## config.mk

```make
export PLATFORM = sky130hd
export DESIGN_NAME = boolean_sweep_ctrl_flat
export DESIGN_NICKNAME = d
export VERILOG_FILES = /design/src/rtl/boolean_sweep_ctrl_pkg.sv /design/src/rtl/boolean_sweep_ctrl_if.sv /design/src/rtl/boolean_sweep_ctrl_settle_counter.sv /design/src/rtl/boolean_sweep_ctrl.sv /design/src/flat_wrapper.sv
export SDC_FILE = /design/constraint.sdc
export NUM_CORES = 1
export LEC_CHECK = 0
export CAP_MARGIN = 0
export CORE_MARGIN = 4
export CORE_UTILIZATION = 34
export CTS_BUF_LIST = sky130_fd_sc_hd__clkbuf_4
export DETAILED_ROUTE_END_ITERATION = 8
export GPL_ROUTABILITY_DRIVEN = 0
export PLACE_DENSITY = 0.55
export SYNTH_ARGS = -nofsm -noshare
export SYNTH_HDL_FRONTEND = slang
export SYNTH_SLANG_ARGS = --single-unit
```

## constraint.sdc

```tcl
create_clock -name clk -period 2.83 [get_ports clk]
set_input_delay 0.566 -clock clk [delete_from_list [all_inputs] [get_ports clk]]
set_output_delay 0.566 -clock clk [all_outputs]
set_load 0.05 [all_outputs]
```

## src/rtl/boolean_sweep_ctrl_pkg.sv

```systemverilog
// Shared types and constants for the boolean function sweep controller.
// Holds the FSM state enum and the vector/count widths.
package boolean_sweep_pkg;

  localparam int N_VARS    = 4;
  localparam int N_VECTORS = 16;

  typedef enum logic [1:0] {
    IDLE   = 2'd0,
    DRIVE  = 2'd1,
    SAMPLE = 2'd2,
    DONE   = 2'd3
  } state_t;

  typedef logic [N_VARS-1:0] vec_idx_t;
  typedef logic [4:0]        vec_cnt_t;

endpackage

```

## src/rtl/boolean_sweep_ctrl_if.sv

```systemverilog
// Signal bundle between the sweep controller and its user / function under test.
// slave = controller side, master = stimulus / function side.
interface boolean_sweep_ctrl_if;
  import boolean_sweep_pkg::*;

  logic                 start;
  logic [N_VECTORS-1:0] expected;
  logic                 y;
  logic                 a;
  logic                 b;
  logic                 c;
  logic                 d;
  logic                 busy;
  logic                 done;
  logic [N_VECTORS-1:0] truth_table;
  logic                 pass;
  vec_cnt_t             mismatch_count;
  logic                 fail_valid;
  vec_idx_t             first_fail_idx;

  modport slave (
    input  start, expected, y,
    output a, b, c, d, busy, done, truth_table, pass,
           mismatch_count, fail_valid, first_fail_idx
  );

  modport master (
    output start, expected, y,
    input  a, b, c, d, busy, done, truth_table, pass,
           mismatch_count, fail_valid, first_fail_idx
  );
endinterface

```

## src/rtl/boolean_sweep_ctrl_settle_counter.sv

```systemverilog
// Settle-time counter: counts cycles while enabled and flags the last
// settle cycle so the FSM can move to SAMPLE on the following edge.
module sweep_settle_counter #(
  parameter int SETTLE_CYCLES = 2
) (
  input  logic clk,
  input  logic rst,
  input  logic i_clr,
  input  logic i_en,
  output logic o_expired
);

  logic [3:0] r_cnt;

  always_ff @(posedge clk or posedge rst) begin
    if (rst) begin
      r_cnt <= '0;
    end else if (i_clr) begin
      r_cnt <= '0;
    end else if (i_en) begin
      r_cnt <= r_cnt + 4'd1;
    end
  end

  // High during the SETTLE_CYCLES-th enabled cycle.
  assign o_expired = i_en && (r_cnt == 4'(SETTLE_CYCLES - 1));

endmodule

```

## src/rtl/boolean_sweep_ctrl.sv

```systemverilog
// Self-check sequencer: walks all 16 input vectors of a 4-input function,
// samples y after a settle time and scores the truth table against a mask.
module boolean_sweep_ctrl
  import boolean_sweep_pkg::*;
#(
  parameter int SETTLE_CYCLES = 2
) (
  input logic                 clk,
  input logic                 rst,
  boolean_sweep_ctrl_if.slave bus
);

  state_t               r_state;
  state_t               w_next;
  vec_idx_t             r_idx;
  logic [N_VECTORS-1:0] r_exp;
  logic [N_VECTORS-1:0] r_tt;
  vec_cnt_t             r_mcount;
  logic                 r_fail;
  vec_idx_t             r_ffi;
  logic                 r_pass;

  logic                 w_busy;
  logic                 w_done;
  vec_idx_t             w_vec;
  logic                 w_expired;
  logic                 w_mis;
  vec_cnt_t             w_mcount_nxt;
  logic                 w_last;

  sweep_settle_counter #(
    .SETTLE_CYCLES(SETTLE_CYCLES)
  ) u_settle (
    .clk      (clk),
    .rst      (rst),
    .i_clr    (r_state != DRIVE),
    .i_en     (r_state == DRIVE),
    .o_expired(w_expired)
  );

  always_ff @(posedge clk or posedge rst) begin
    if (rst) begin
      r_state <= IDLE;
    end else begin
      r_state <= w_next;
    end
  end

  assign w_last = (r_idx == vec_idx_t'(N_VECTORS - 1));

  always_comb begin
    w_next = r_state;
    w_busy = 1'b0;
    w_done = 1'b0;
    w_vec  = '0;
    case (r_state)
      IDLE: begin
        if (bus.start) w_next = DRIVE;
      end
      DRIVE: begin
        w_busy = 1'b1;
        w_vec  = r_idx;
        if (w_expired) w_next = SAMPLE;
      end
      SAMPLE: begin
        w_busy = 1'b1;
        w_vec  = r_idx;
        w_next = w_last ? DONE : DRIVE;
      end
      DONE: begin
        w_done = 1'b1;
        w_next = IDLE;
      end
      default: w_next = IDLE;
    endcase
  end

  assign w_mis        = bus.y ^ r_exp[r_idx];
  assign w_mcount_nxt = r_mcount + {4'd0, w_mis};

  // Results are cleared on an accepted start and otherwise only move in SAMPLE.
  always_ff @(posedge clk or posedge rst) begin
    if (rst) begin
      r_idx    <= '0;
      r_exp    <= '0;
      r_tt     <= '0;
      r_mcount <= '0;
      r_fail   <= 1'b0;
      r_ffi    <= '0;
      r_pass   <= 1'b0;
    end else begin
      case (r_state)
        IDLE: begin
          if (bus.start) begin
            r_exp    <= bus.expected;
            r_tt     <= '0;
            r_mcount <= '0;
            r_fail   <= 1'b0;
            r_ffi    <= '0;
            r_pass   <= 1'b0;
            r_idx    <= '0;
          end
        end
        SAMPLE: begin
          r_tt[r_idx] <= bus.y;
          r_mcount    <= w_mcount_nxt;
          if (w_mis && !r_fail) begin
            r_fail <= 1'b1;
            r_ffi  <= r_idx;
          end
          if (w_last) begin
            r_pass <= (w_mcount_nxt == '0);
          end else begin
            r_idx <= r_idx + vec_idx_t'(1);
          end
        end
        default: ;
      endcase
    end
  end

  assign bus.a              = w_vec[3];
  assign bus.b              = w_vec[2];
  assign bus.c              = w_vec[1];
  assign bus.d              = w_vec[0];
  assign bus.busy           = w_busy;
  assign bus.done           = w_done;
  assign bus.truth_table    = r_tt;
  assign bus.pass           = r_pass;
  assign bus.mismatch_count = r_mcount;
  assign bus.fail_valid     = r_fail;
  assign bus.first_fail_idx = r_ffi;

endmodule
```

## src/flat_wrapper.sv

```systemverilog
// flat-port wrapper written by rule: the top's interface ports become plain ports
module boolean_sweep_ctrl_flat import boolean_sweep_pkg::*;
#(
  parameter int SETTLE_CYCLES = 2
)
  (clk, rst, bus_start, bus_expected, bus_y, bus_a, bus_b, bus_c, bus_d, bus_busy, bus_done, bus_truth_table, bus_pass, bus_mismatch_count, bus_fail_valid, bus_first_fail_idx);
  boolean_sweep_ctrl_if bus_i ();
  input logic clk;
  input logic rst;
  input wire logic [$bits(bus_i.start)-1:0] bus_start;
  input wire logic [$bits(bus_i.expected)-1:0] bus_expected;
  input wire logic [$bits(bus_i.y)-1:0] bus_y;
  output wire logic [$bits(bus_i.a)-1:0] bus_a;
  output wire logic [$bits(bus_i.b)-1:0] bus_b;
  output wire logic [$bits(bus_i.c)-1:0] bus_c;
  output wire logic [$bits(bus_i.d)-1:0] bus_d;
  output wire logic [$bits(bus_i.busy)-1:0] bus_busy;
  output wire logic [$bits(bus_i.done)-1:0] bus_done;
  output wire logic [$bits(bus_i.truth_table)-1:0] bus_truth_table;
  output wire logic [$bits(bus_i.pass)-1:0] bus_pass;
  output wire logic [$bits(bus_i.mismatch_count)-1:0] bus_mismatch_count;
  output wire logic [$bits(bus_i.fail_valid)-1:0] bus_fail_valid;
  output wire logic [$bits(bus_i.first_fail_idx)-1:0] bus_first_fail_idx;
  assign bus_i.start = bus_start;
  assign bus_i.expected = bus_expected;
  assign bus_i.y = bus_y;
  assign bus_a = bus_i.a;
  assign bus_b = bus_i.b;
  assign bus_c = bus_i.c;
  assign bus_d = bus_i.d;
  assign bus_busy = bus_i.busy;
  assign bus_done = bus_i.done;
  assign bus_truth_table = bus_i.truth_table;
  assign bus_pass = bus_i.pass;
  assign bus_mismatch_count = bus_i.mismatch_count;
  assign bus_fail_valid = bus_i.fail_valid;
  assign bus_first_fail_idx = bus_i.first_fail_idx;
  boolean_sweep_ctrl #(.SETTLE_CYCLES(SETTLE_CYCLES)) u_core (.clk(clk), .rst(rst), .bus(bus_i));
endmodule
```

== Word-level counts from Yosys, hierarchy flattened ==
Index checks and enable logic that the tools add are counted.

* Output and inout bits: 33
* Register bits: 53
* Input port bits: 20

* Reductions and logical operators: 15
* Equal/unequal tests: 11
* Order comparisons: 2
* Mux-type cells: 28
* Add/sub/neg operators: 3
* Bitwise gates (word level): 1

{| class="wikitable"
|+ Operators by type and width
! cell !! number
|-
| $pmux 16 s2 || 1
|-
| $mux 4 || 6
|-
| $bwmux 16 || 1
|-
| $mux 16 || 1
|-
| $pmux 4 s2 || 2
|-
| $pmux 5 s2 || 1
|-
| $reduce_and 3->1 || 3
|-
| $add 4x1->4 const B || 2
|-
| $ne 2x1->1 const B || 4
|-
| $pmux 2 s4 || 1
|-
| $mux 1 || 7
|-
| $mux 2 || 3
|-
| $reduce_and 2->1 || 3
|-
| $add 5x1->5 || 1
|-
| $logic_not 5->1 || 1
|-
| $lt 4x5->1 const B || 1
|-
| $mux 5 || 1
|-
| $bmux 1 s4 || 1
|-
| $demux 1 s4 || 1
|-
| $eq 2x2->1 const B || 2
|-
| $eq 4x1->1 const B || 1
|-
| $eq 4x4->1 const B || 1
|-
| $ge 4x1->1 const B || 1
|-
| $ne 2x2->1 const B || 2
|-
| other kinds (8) || 12
|}

== Logic depth before layout (Yosys ltp) ==
* Depth after elaboration: 7
* Mapped depth: 12
* Mapped depth without buffers: 10

== Modules after synthesis ==
A second synthesis with hierarchy kept.

* Cells, all modules: 260
* Area total of the unflattened synthesis: 2,817.7 µm²

{| class="wikitable"
|+ By module, submodules not included
! module !! times used !! area each (µm²) !! seq. area each (µm²) !! cells an instance
|-
| boolean_sweep_ctrl || 1 || 2,572.5 || 1,226.2 || 238
|-
| sweep_settle_counter || 1 || 245.2 || 100.1 || 22
|}

== Worst setup path after synthesis ==
No wires, ideal clock.

* Path type: register to register
* From: register u_core.r_idx[1]
* To: register u_core.r_pass (netlist: u_core.bus.pass)
* Cell stages (with the launch flop): 12
* Buffers on the path: 2
* Data required time: 2,763 ps
* Path slack: -27 ps
* Clock period less this slack: 2,857 ps
* Arrival: 2,790 ps
* Library setup time: 67 ps
* Cells stage by stage: dfrtp_1 buf_6 buf_12 mux2i_1 mux4_2 mux2i_1 xor2_1 ha_1 ha_1 or4_1 o31ai_1 a22o_1

* Longest elaborated chain between the ends: 7

{| class="wikitable"
|+ RTL lines
! item !! RTL line !! text
|-
| start, declared || boolean_sweep_ctrl.sv:15 || <nowiki>vec_idx_t r_idx;</nowiki>
|-
| start signal, assigned || boolean_sweep_ctrl.sv:114 || <nowiki>r_idx <= r_idx + vec_idx_t'(1);</nowiki>
|-
| $bmux 1 s4 || boolean_sweep_ctrl.sv:78 || <nowiki>assign w_mis = bus.y ^ r_exp[r_idx];</nowiki>
|-
| $mux 1 (not written as such) || boolean_sweep_ctrl.sv:78 ||
|-
| $xor 1x1->1 || boolean_sweep_ctrl.sv:78 ||
|-
| $add 5x1->5 || boolean_sweep_ctrl.sv:79 || <nowiki>assign w_mcount_nxt = r_mcount + {4'd0, w_mis};</nowiki>
|-
| $logic_not 5->1 || boolean_sweep_ctrl.sv:112 || <nowiki>r_pass <= (w_mcount_nxt == '0);</nowiki>
|-
| $mux 1 || boolean_sweep_ctrl.sv:111 || <nowiki>if (w_last) begin</nowiki>
|-
| $pmux 1 s2 || boolean_sweep_ctrl.sv:92 || <nowiki>case (r_state)</nowiki>
|-
| end signal, assigned || boolean_sweep_ctrl.sv:112 ||
|-
| end, declared || boolean_sweep_ctrl.sv:21 || <nowiki>logic r_pass;</nowiki>
|}

Parallel ways exist; a longest one is shown, timed or not. The select of a mux whose other input is x is not followed.
A chain may end at the register's enable or synchronous reset.

== Worst setup path in the final report ==
Same ends and word-level chain as after synthesis.

==> qor.tcl <==
set qor(run_status) {complete, but fails checks}
set qor(failed_checks) {negative setup slack}
set qor(final.min_clock_period_ns) 2.89
set qor(clock_skew_ns) 0.0124
set qor(timing.reg2reg.worst_path_depth) 10
set qor(grt_usage) 0.138
set qor(multi_input_comb_area_sq_um) 1380
set qor(worst_slew_margin_rel) 0.661
set qor(dieArea_sq_um) 9660
set qor(dpl.hpwl_microns) 4800
set qor(floorplan.die.width_microns) 98.3
set qor(clkTransAtPathRegs_ns) 0.16
set qor(top_count_cell_post_synth) {sky130_fd_sc_hd__dfrtp_1}
set qor(firstDrtPassIters) 6
set qor(initial_utilization) 0.353
set qor(yosysTopAreaCell) {sky130_fd_sc_hd__dfrtp_1}
set qor(worst_hold_check_path_type) {in -> async}
set qor(ys_types) 40
set qor(final_setup_violation_count) 1
set qor(synth_edf_count) 0
set qor(post_drt_via_cell_ratio) 5.05
set qor(timing.setup.critical_path_class) {reg -> reg}
set qor(syn-mean-instance-area_sq_um) 11.0
set qor(n_fill_cell) 746
set qor(rsz0062_at_grt) {true}
set qor(io_buffers) 52
set qor(hold_slack_ns) 0.507
set qor(cts-buffers-inserted) 5
set qor(timing.final.max_slew_violations) 0
set qor(worstMarginPinSlew_ns) 0.506
set qor(syn_nets) 285
set qor(first_iter_violations) 92
set qor(netlist.area_leader.share) 0.478
set qor(initial_antenna_violation_count) 0
set qor(areaGrowthSynthToFinish_pct) 29.0
set qor(synthesis.instances) 252
set qor(number_of_synthesis_warnings) 0
set qor(ant_nets) 0
set qor(min_period_over_period) 1.02
set qor(final-seq-area_sq_um) 1330
set qor(worstSetupEndpoint) {u_core.bus.pass}
set qor(drc_violations) 0
set qor(rows) 32
set qor(layout-drive-gt1-share) 0.153
set qor(placedCellCount) 408
set qor(cts_tree) {yes}
set qor(grt_max_degree) 32
set qor(ys_ff_latch) 53
set qor(r2r-end) {u_core.bus.pass}
set qor(final_wirelength_microns) 6460
set qor(detailed_route_via_count) 2099
set qor(numClockSinks) 53
set qor(worst_path_largest_cell_delay_ns) 0.53
set qor(worstSetupEndpointType) {flip-flop}
set qor(powerDensity_nw_per_um2) 935
set qor(synth-async-reset-ratio) 1.00
set qor(antenna-diode-count) 0
set qor(fmaxAchievable_ghz) 0.347
set qor(fp.coreArea_sq_um) 7850
set qor(cp_cell_sequence) {buf_12, mux2i_1, mux4_2, mux2i_1, xor2_1, ha_2, ha_4, or4_4, o31ai_2, a22o_1}
set qor(clock-root-buffer) {sky130_fd_sc_hd__clkbuf_4}
set qor(worst_path_most_repeated_cell) {sky130_fd_sc_hd__mux2i_1}
set qor(wl_per_cell_microns) 15.5
set qor(critical_path.slowest_cell) {sky130_fd_sc_hd__or4_4}
set qor(ys_dominant_reg_cell) {sky130_fd_sc_hd__dfrtp_1}
set qor(cp.required_ns) 3.15
set qor(arrival_ns) 3.21
set qor(post_synth_most_frequent_cells) {sky130_fd_sc_hd__dfrtp_1, sky130_fd_sc_hd__o21ai_0, sky130_fd_sc_hd__a21boi_0, sky130_fd_sc_hd__mux2_2, sky130_fd_sc_hd__nand2_1}
set qor(crit_path_start_kind) {flip-flop}
set qor(timing_hold_violations_final) 0
set qor(max_cap_viol) 0
set qor(postLayoutCoreUtil) 0.456
set qor(yosys-top-cells-area) {sky130_fd_sc_hd__dfrtp_1, sky130_fd_sc_hd__o21ai_0, sky130_fd_sc_hd__mux2_2}
set qor(dieHeight_microns) 98.3
set qor(pre_cts_ws_ns) -0.0708
set qor(nets) 347
set qor(cts.hold.buffers_added) 0
set qor(reg2reg_slack_ns) -0.06
set qor(io_pins) 53
set qor(globalRouteOverflowTotal) 0
set qor(largest_fanout_on_the_critical_path) 9
set qor(leakagePower_uw) 0.00161
set qor(setup_slack_ns) -0.0556
set qor(vdd.ir_drop.worst_mv) 0.413
set qor(critPathLaunch) {u_core.r_idx[1]}
set qor(grt_pass1_wl_microns) 10900
set qor(number_of_buffers_on_the_longest_clock_path) 2
set qor(netlist_area_sq_um) 2770
set qor(grt_pass1_vias) 2124
set qor(seq_area_frac_synth) 0.478
set qor(finalNonFillerCells) 416
set qor(worstReg2RegStart) {u_core.r_idx[1]}
set qor(clk-insertion-delay-late_ns) 0.38
set qor(cts_max_level) 2
sequential cells by signal (all words and copies together), names as in the netlist:
signal / cells
u_core.bus.fail_valid: 1
u_core.bus.mismatch_count: 5
u_core.r_exp: 16
u_core.r_state: 2
u_core.bus.truth_table: 16
u_core.bus.first_fail_idx: 4
u_core.r_idx: 4
u_core.bus.pass: 1
u_core.u_settle.r_cnt: 4
worst max-delay path: cells and delay by family, from the launching register on:
| kind | cells | cell delay [ns] |
|---|---|---|
| adders and majority gates | 2 | 0.43 |
| DFF | 1 | 0.44 |
| and+or+nand+nor | 1 | 0.53 |
| buffers and inverters | 1 | 0.15 |
| muxes | 3 | 0.77 |
| AOI/OAI and AO/OA | 2 | 0.33 |
| xor gates and xnor gates | 1 | 0.20 |
layout by cell type (no fill, tap or decap), drive strengths merged, types with 5 or more instances in the layout:
cell	netlist	routed
a22o	6	6
dfrtp	53	53
inv	6	6
o21ai	41	41
ha	13	13
mux2	17	17
buf	4	16
nor2	5	5
clkbuf	9	6
clkdlybuf4s50	0	48
and2	8	8
mux2i	11	11
nand2	16	16
a21boi	16	16
final cells by class:
class                      count  area share
sequential                    53       0.371
clock inverter                 1     0.00105
inverter                       6     0.00630
timing repair buffer          68       0.189
tap                          102      0.0357
multi-input combinational    180       0.385
clock buffer                   6      0.0126
worst min-delay path by stage:
stage | start | endpoint | slack [ns] | cells after the start
floorplan | u_core.u_settle.r_cnt[0] | u_core.u_settle.r_cnt[0] | 0.46 | 1
global placement | u_core.bus.first_fail_idx[3] | u_core.bus.first_fail_idx[3] | 0.48 | 1
detailed placement | u_core.bus.first_fail_idx[2] | u_core.bus.first_fail_idx[2] | 0.48 | 1
CTS | u_core.u_settle.r_cnt[0] | u_core.u_settle.r_cnt[0] | 0.51 | 1
global route | u_core.r_exp[14] | u_core.r_exp[14] | 0.54 | 1
finish | rst | u_core.bus.truth_table[8] | 0.51 | 2
routing by layer:
metal | GRT usage | share of wire
met5 | 0 | 0
met4 | 0.0336 | 0.0085
met3 | 0.0329 | 0.038
met2 | 0.213 | 0.46
met1 | 0.196 | 0.49
power by group:
group	switching (uW)	internal, uW	total [uW]
combinational	1060	824	1890
sequential	144	969	1110
clock	242	101	343
total	1450	1890	3340
repair_timing:
action / 4_1_cts / 5_1_grt
gates cloned: 0 / 0
gates resized for setup: 0 / 8
endpoints found under the setup margin: 1 / 5
setup buffers: 0 / 1
pin swaps: 1 / 1
hold endpoints to repair: 0 / 0
stage by stage:
stage	total power [uW]	TNS [ns]	area, sq um
2_1_floorplan	2430	-0.0271	2770
3_3_place_gp	2960	-0.0269	3490
3_5_place_dp	2980	-0.0708	3490
4_1_cts	3330	-0.114	3530
5_1_grt	3590	-0.158	3580
6_report	3340	-0.0556	3580
kinds of logic after synthesis:
logic type               after synthesis  share of synthesized area
AO/OA/AOI/OAI                         81                      0.191
flip-flops                            53                      0.478
AND/OR/NAND/NOR                       50                     0.0925
multiplexers                          30                      0.126
buffers and inverters                 19                     0.0343
adder cells (fa/ha/maj)               13                     0.0587
XOR/XNOR                               6                     0.0190
Power figures use the tool's default switching activity.
==> patch 1: new RTL, config.mk and constraints unchanged <==
`N_VECTORS`: 16 -> 24.
--- a/src/rtl/boolean_sweep_ctrl_pkg.sv
+++ b/src/rtl/boolean_sweep_ctrl_pkg.sv
@@ -3,7 +3,7 @@
 package boolean_sweep_pkg;
 
   localparam int N_VARS    = 4;
-  localparam int N_VECTORS = 16;
+  localparam int N_VECTORS = 24;
 
   typedef enum logic [1:0] {
     IDLE   = 2'd0,
Ports: changed (resized bus_expected and bus_truth_table); port bits go from 53 to 69. The function was not compared with the original's and may differ.
==> patch 1 against the unedited design <==
The flow still finishes with violations (setup timing); largest cell class unchanged; clock power rose by 27%; worst setup slack got worse by 0.047 ns; highest routed layer unchanged; total power rose by 3.1%; core utilization is the same; final area stayed put; sequential cell count did not move; synthesized area is 0.27% higher; routed wire length decreased by 4.0%; non-clock buffer count fell by 1.
==> patch 1: results (changes against the unedited design) <==
Outcome: complete, but fails checks
Failing checks: setup timing
Worst slack, placed: -0.265 ns (-0.194 ns)
Max Fanout on Critical Path: 4 (-5)
HPWL Detailed: 4.43 mm (-7.7%)
Synth top cells by count: 53 x dfrtp_1, 37 x o21ai_0, 21 x a21oi_1
Reg-to-reg startpoint: u_core.r_idx[1]
Hold Path Class: flop to flop
Nets: 362 (+4.3%)
Tot GR Track Use: 0.133 (-0.00555)
Top post-synthesis cells by area: dfrtp_1 48%, o21ai_0 6.7%, mux2_2 6.5%
Largest net degree at the start of global routing: 54 (+69%)
Max-slew headroom: 0.515 (-0.147)
DP Area: 0.00342 mm2 (-1.9%)
Wire per inst: 14.6 um (-5.8%)
Max VDD drop: 0.000570 V (+38%)
Library cells used by synthesis: 41 (+2.5%)
Worst Clk Skew: 0.00921 ns (-0.00320 ns)
Layout fillers: 769 (+3.1%)
Crit path largest cell delay: 0.54 ns
Global-route wire length before repair: 10.6 mm (-3.2%)
Vias in the first global route: 2176 (+2.4%)
Vias per cell: 4.89 (-3.1%)
TNS Setup: -0.102 ns (-0.0466 ns)
Root buf cell: clkbuf_4
Sequential area share after synthesis: 0.477 (-0.00129)
LEAKAGE: 1.64 nW (+2.2%)
Drt pass-1 iters: 4 (-2)
DR iter-0 viols: 104 (+13%)
Setup violations, final: 1 (unchanged)
Critical Path AT: 3.25 ns (+0.04 ns)
Proportion of layout cells with a drive suffix above 1: 0.174 (+0.0210)
PnR worst setup slack: -0.102 ns (-0.0466 ns)
## patch 1: cell types whose count changed in the layout (fill, tap and decap cells not counted), sizes merged, moves of 3 or more
cell / before / now
a21oi: 3 / 21
conb: 0 / 8
a21boi: 16 / 0
nand2: 16 / 13
nand3: 4 / 8
## patch 1: worst max-delay path by stage
stage                          startpoint         endpoint  slack, ns  cells after the start
after floorplan           u_core.r_idx[1]  u_core.bus.pass      -0.03                     11
after global placement    u_core.r_idx[1]  u_core.bus.pass      -0.18                      9
after detailed placement  u_core.r_idx[1]  u_core.bus.pass      -0.26                      9
after CTS                 u_core.r_idx[1]  u_core.bus.pass      -0.13                     10
after global routing      u_core.r_idx[1]  u_core.bus.pass      -0.21                     10
final                     u_core.r_idx[1]  u_core.bus.pass      -0.10                     10
## patch 1: area by class of cell
cell class / instances / area share
clock buffers: 5 / 0.0105
clock inverters: 3 / 0.0129
inverters: 7 / 0.00735
multi-input cells: 187 / 0.378
flip-flops and latches: 53 / 0.371
well taps: 102 / 0.0357
repair buffers: 67 / 0.184
## patch 1: cells by family after synthesis
logic type      after synthesis  synth area share
other cells                   1           0.00135
compound gates               79             0.166
flops                        53             0.477
mux                          29             0.121
xor+xnor                      6            0.0189
simple gates                 52            0.0981
buf+inv                      28            0.0594
fa+ha+maj                    13            0.0585
## patch 1: worst register-to-register path, cell delays in order, from the launching register on
cell	delay [ns]
dfrtp_2	0.46
buf_6	0.14
mux2i_1	0.11
mux4_2	0.49
mux2i_2	0.20
xor2_1	0.19
ha_2	0.22
ha_4	0.20
or4_4	0.54
o31ai_4	0.18
a22o_1	0.14
## patch 1: power breakdown
group	switching, mW	internal, mW
Sequential	0.156	0.969
Combinational	1.10	0.786
Clock	0.250	0.188
Total	1.51	1.94
## patch 1: per-stage QoR
step                      total power, mW  hold slack [ns]  utilization  instances
after floorplan                      2.43            0.456            -        268
after global placement               2.93            0.485        0.436        413
after detailed placement             2.94            0.483        0.436        413
after CTS                            3.47            0.507        0.454        424
after global routing                 3.71            0.527        0.456        424
final                                3.45            0.508        0.456        424
## patch 1: timing repair
item	in CTS	in global routing
resized for setup	10	4
pin swaps	5	5
hold buffers	0	0
cloned	0	0
endpoints found under the hold margin	0	0
setup buffers	3	0
setup endpoints to repair	2	4
## patch 1: per-layer routing
layer | vias up | wire length (um) | global-route usage
met5 | - | 0 | 0
met4 | 0 | 63 | 0.0326
met3 | 8 | 370 | 0.0418
met2 | 60 | 2700 | 0.206
met1 | 969 | 3070 | 0.181
li1 | 1035 | - | -
==> patch 2: new RTL, config.mk and constraints unchanged <==
Made on the original files. Re-encode `state_t` (4 states) as one-hot, 4 bits wide.
--- a/src/rtl/boolean_sweep_ctrl_pkg.sv
+++ b/src/rtl/boolean_sweep_ctrl_pkg.sv
@@ -5,11 +5,11 @@
   localparam int N_VARS    = 4;
   localparam int N_VECTORS = 16;
 
-  typedef enum logic [1:0] {
-    IDLE   = 2'd0,
-    DRIVE  = 2'd1,
-    SAMPLE = 2'd2,
-    DONE   = 2'd3
+  typedef enum logic [3:0] {
+    IDLE   = 4'b0001,
+    DRIVE  = 4'b0010,
+    SAMPLE = 4'b0100,
+    DONE   = 4'b1000
   } state_t;
 
   typedef logic [N_VARS-1:0] vec_idx_t;
Behaviour: no difference found for any inputs over 10 cycles, from zero or initial values and one cycle with rst high; not proved beyond that.
==> patch 2 against the unedited design <==
Worst setup slack better by 0.19 ns; routed wire length is 3.0% lower; final area is 0.91% lower; synthesized cell count is 14% higher; cell count is 7.2% higher; sequential cell count is 2 higher; synthesized area is 0.95% lower; highest routed layer unchanged; via count is 4.7% higher; critical path depth is 5 lower; critical path type is now flop to output pin.
Power is not compared: it rests on default switching activity, and its combinational part moved more than twofold at a synthesized area within 25%.
==> patch 2: results (changes against the unedited design) <==
Outcome: finished, final reports clean
Crit path from: u_core.r_state[1]
Hold Path Class: flop to flop
Drt pass-1 iters: 4 (-2)
Wire per inst: 14.1 um (-9.5%)
PostCTS Resize Cnt: 3 (+3)
Crit path largest cell delay: 0.61 ns (+0.08 ns)
Actual slew at the worst max-slew pin: 0.675 ns (+0.169 ns)
DP Area: 0.00345 mm2 (-1.1%)
Worst setup EP type: output pin
Library cells used by synthesis: 40 (unchanged)
Asr flop ratio synth: 1.00 (unchanged)
Total CTS buffers: 5 (unchanged)
Critical-path top delay cell: or4b_4
HPWL Detailed: 4.64 mm (-3.4%)
Met3 GRT Util: 0.0279 (-0.00500)
Max Buffers Root-to-Sink: 2 (unchanged)
Critical Path AT: 2.13 ns (-1.08 ns)
Sequential area share after synthesis: 0.502 (+0.0233)
Gate Count Post-Synth: 288 (+14%)
Proportion of layout cells with a drive suffix above 1: 0.122 (-0.0308)
Clock Pin Slew Worst Setup and Hold Paths: 0.15 ns
Max Fanout on Critical Path: 7 (-2)
Post-route cell area: 0.00354 mm2 (-0.91%)
Vias per cell: 4.93 (-2.4%)
Synth top cells by count: 84 x nand2_1, 54 x dfrtp_1, 20 x nor2_1
Vias in the first global route: 2177 (+2.5%)
Crit path to: bus_b
LEAKAGE: 1.59 nW
Initial antenna violation count: 0 (unchanged)
ANT nets after route: 0 (unchanged)
Worst slack, placed: -0.0985 ns (-0.0277 ns)
Final WL: 6.27 mm (-3.0%)
Reg2Reg Setup Slack: 0.17 ns (+0.23 ns)
DR iter-0 viols: 99 (+7.6%)
Top post-synthesis cells by area: dfrtp_1 49%, nand2_1 11%, ha_1 3.6%
Layout fillers: 785 (+5.2%)
Mapped Nets: 316 (+11%)
Crit path time final: 2.69 ns (-0.193 ns)
Inst Count DP: 436 (+6.9%)
Met2 Resource Use GR: 0.203 (-0.0101)
Worst Clk Skew: 0.00785 ns (-0.00456 ns)
Hold_ws: 0.495 ns (-0.0120 ns)
Nets: 371 (+6.9%)
Largest net degree at the start of global routing: 29 (-9.4%)
Tot GR Track Use: 0.133 (-0.00526)
Global-route wire length before repair: 10.5 mm (-3.7%)
M1 GR Usage: 0.188 (-0.00850)
==> patch 2: power by group <==
part | internal, mW | total, mW | switching, mW
Combinational | 0.280 | 0.648 | 0.368
Clock | 0.129 | 0.363 | 0.234
Sequential | 0.929 | 1.02 | 0.0914
==> patch 2: cell families after synthesis <==
group,share of synthesized area
flip-flops,0.502
multiplexers,0.0679
buffers and inverters,0.0369
XOR/XNOR,0.0223
adder cells (fa/ha/maj),0.0364
AO/OA/AOI/OAI,0.0879
AND/OR/NAND/NOR,0.247
==> patch 2: layer usage <==
metal	share of wire	vias up	routed length, um
li1	-	1104	-
met1	0.49	1029	3070
met2	0.45	56	2840
met3	0.047	8	292
met4	0.011	0	68
met5	0	-	0
==> patch 2: worst min-delay path, cell delays in order (launching register included) <==
cell,delay (ns)
dfrtp_1,0.37
nand2_1,0.05
nand2_1,0.05
==> patch 2: cell type report <==
class,count,share of cell area
timing repair buffer,65,0.189
clock buffer,8,0.0169
multi-input combinational,210,0.363
sequential,55,0.389
tap,102,0.0360
inverter,6,0.00636
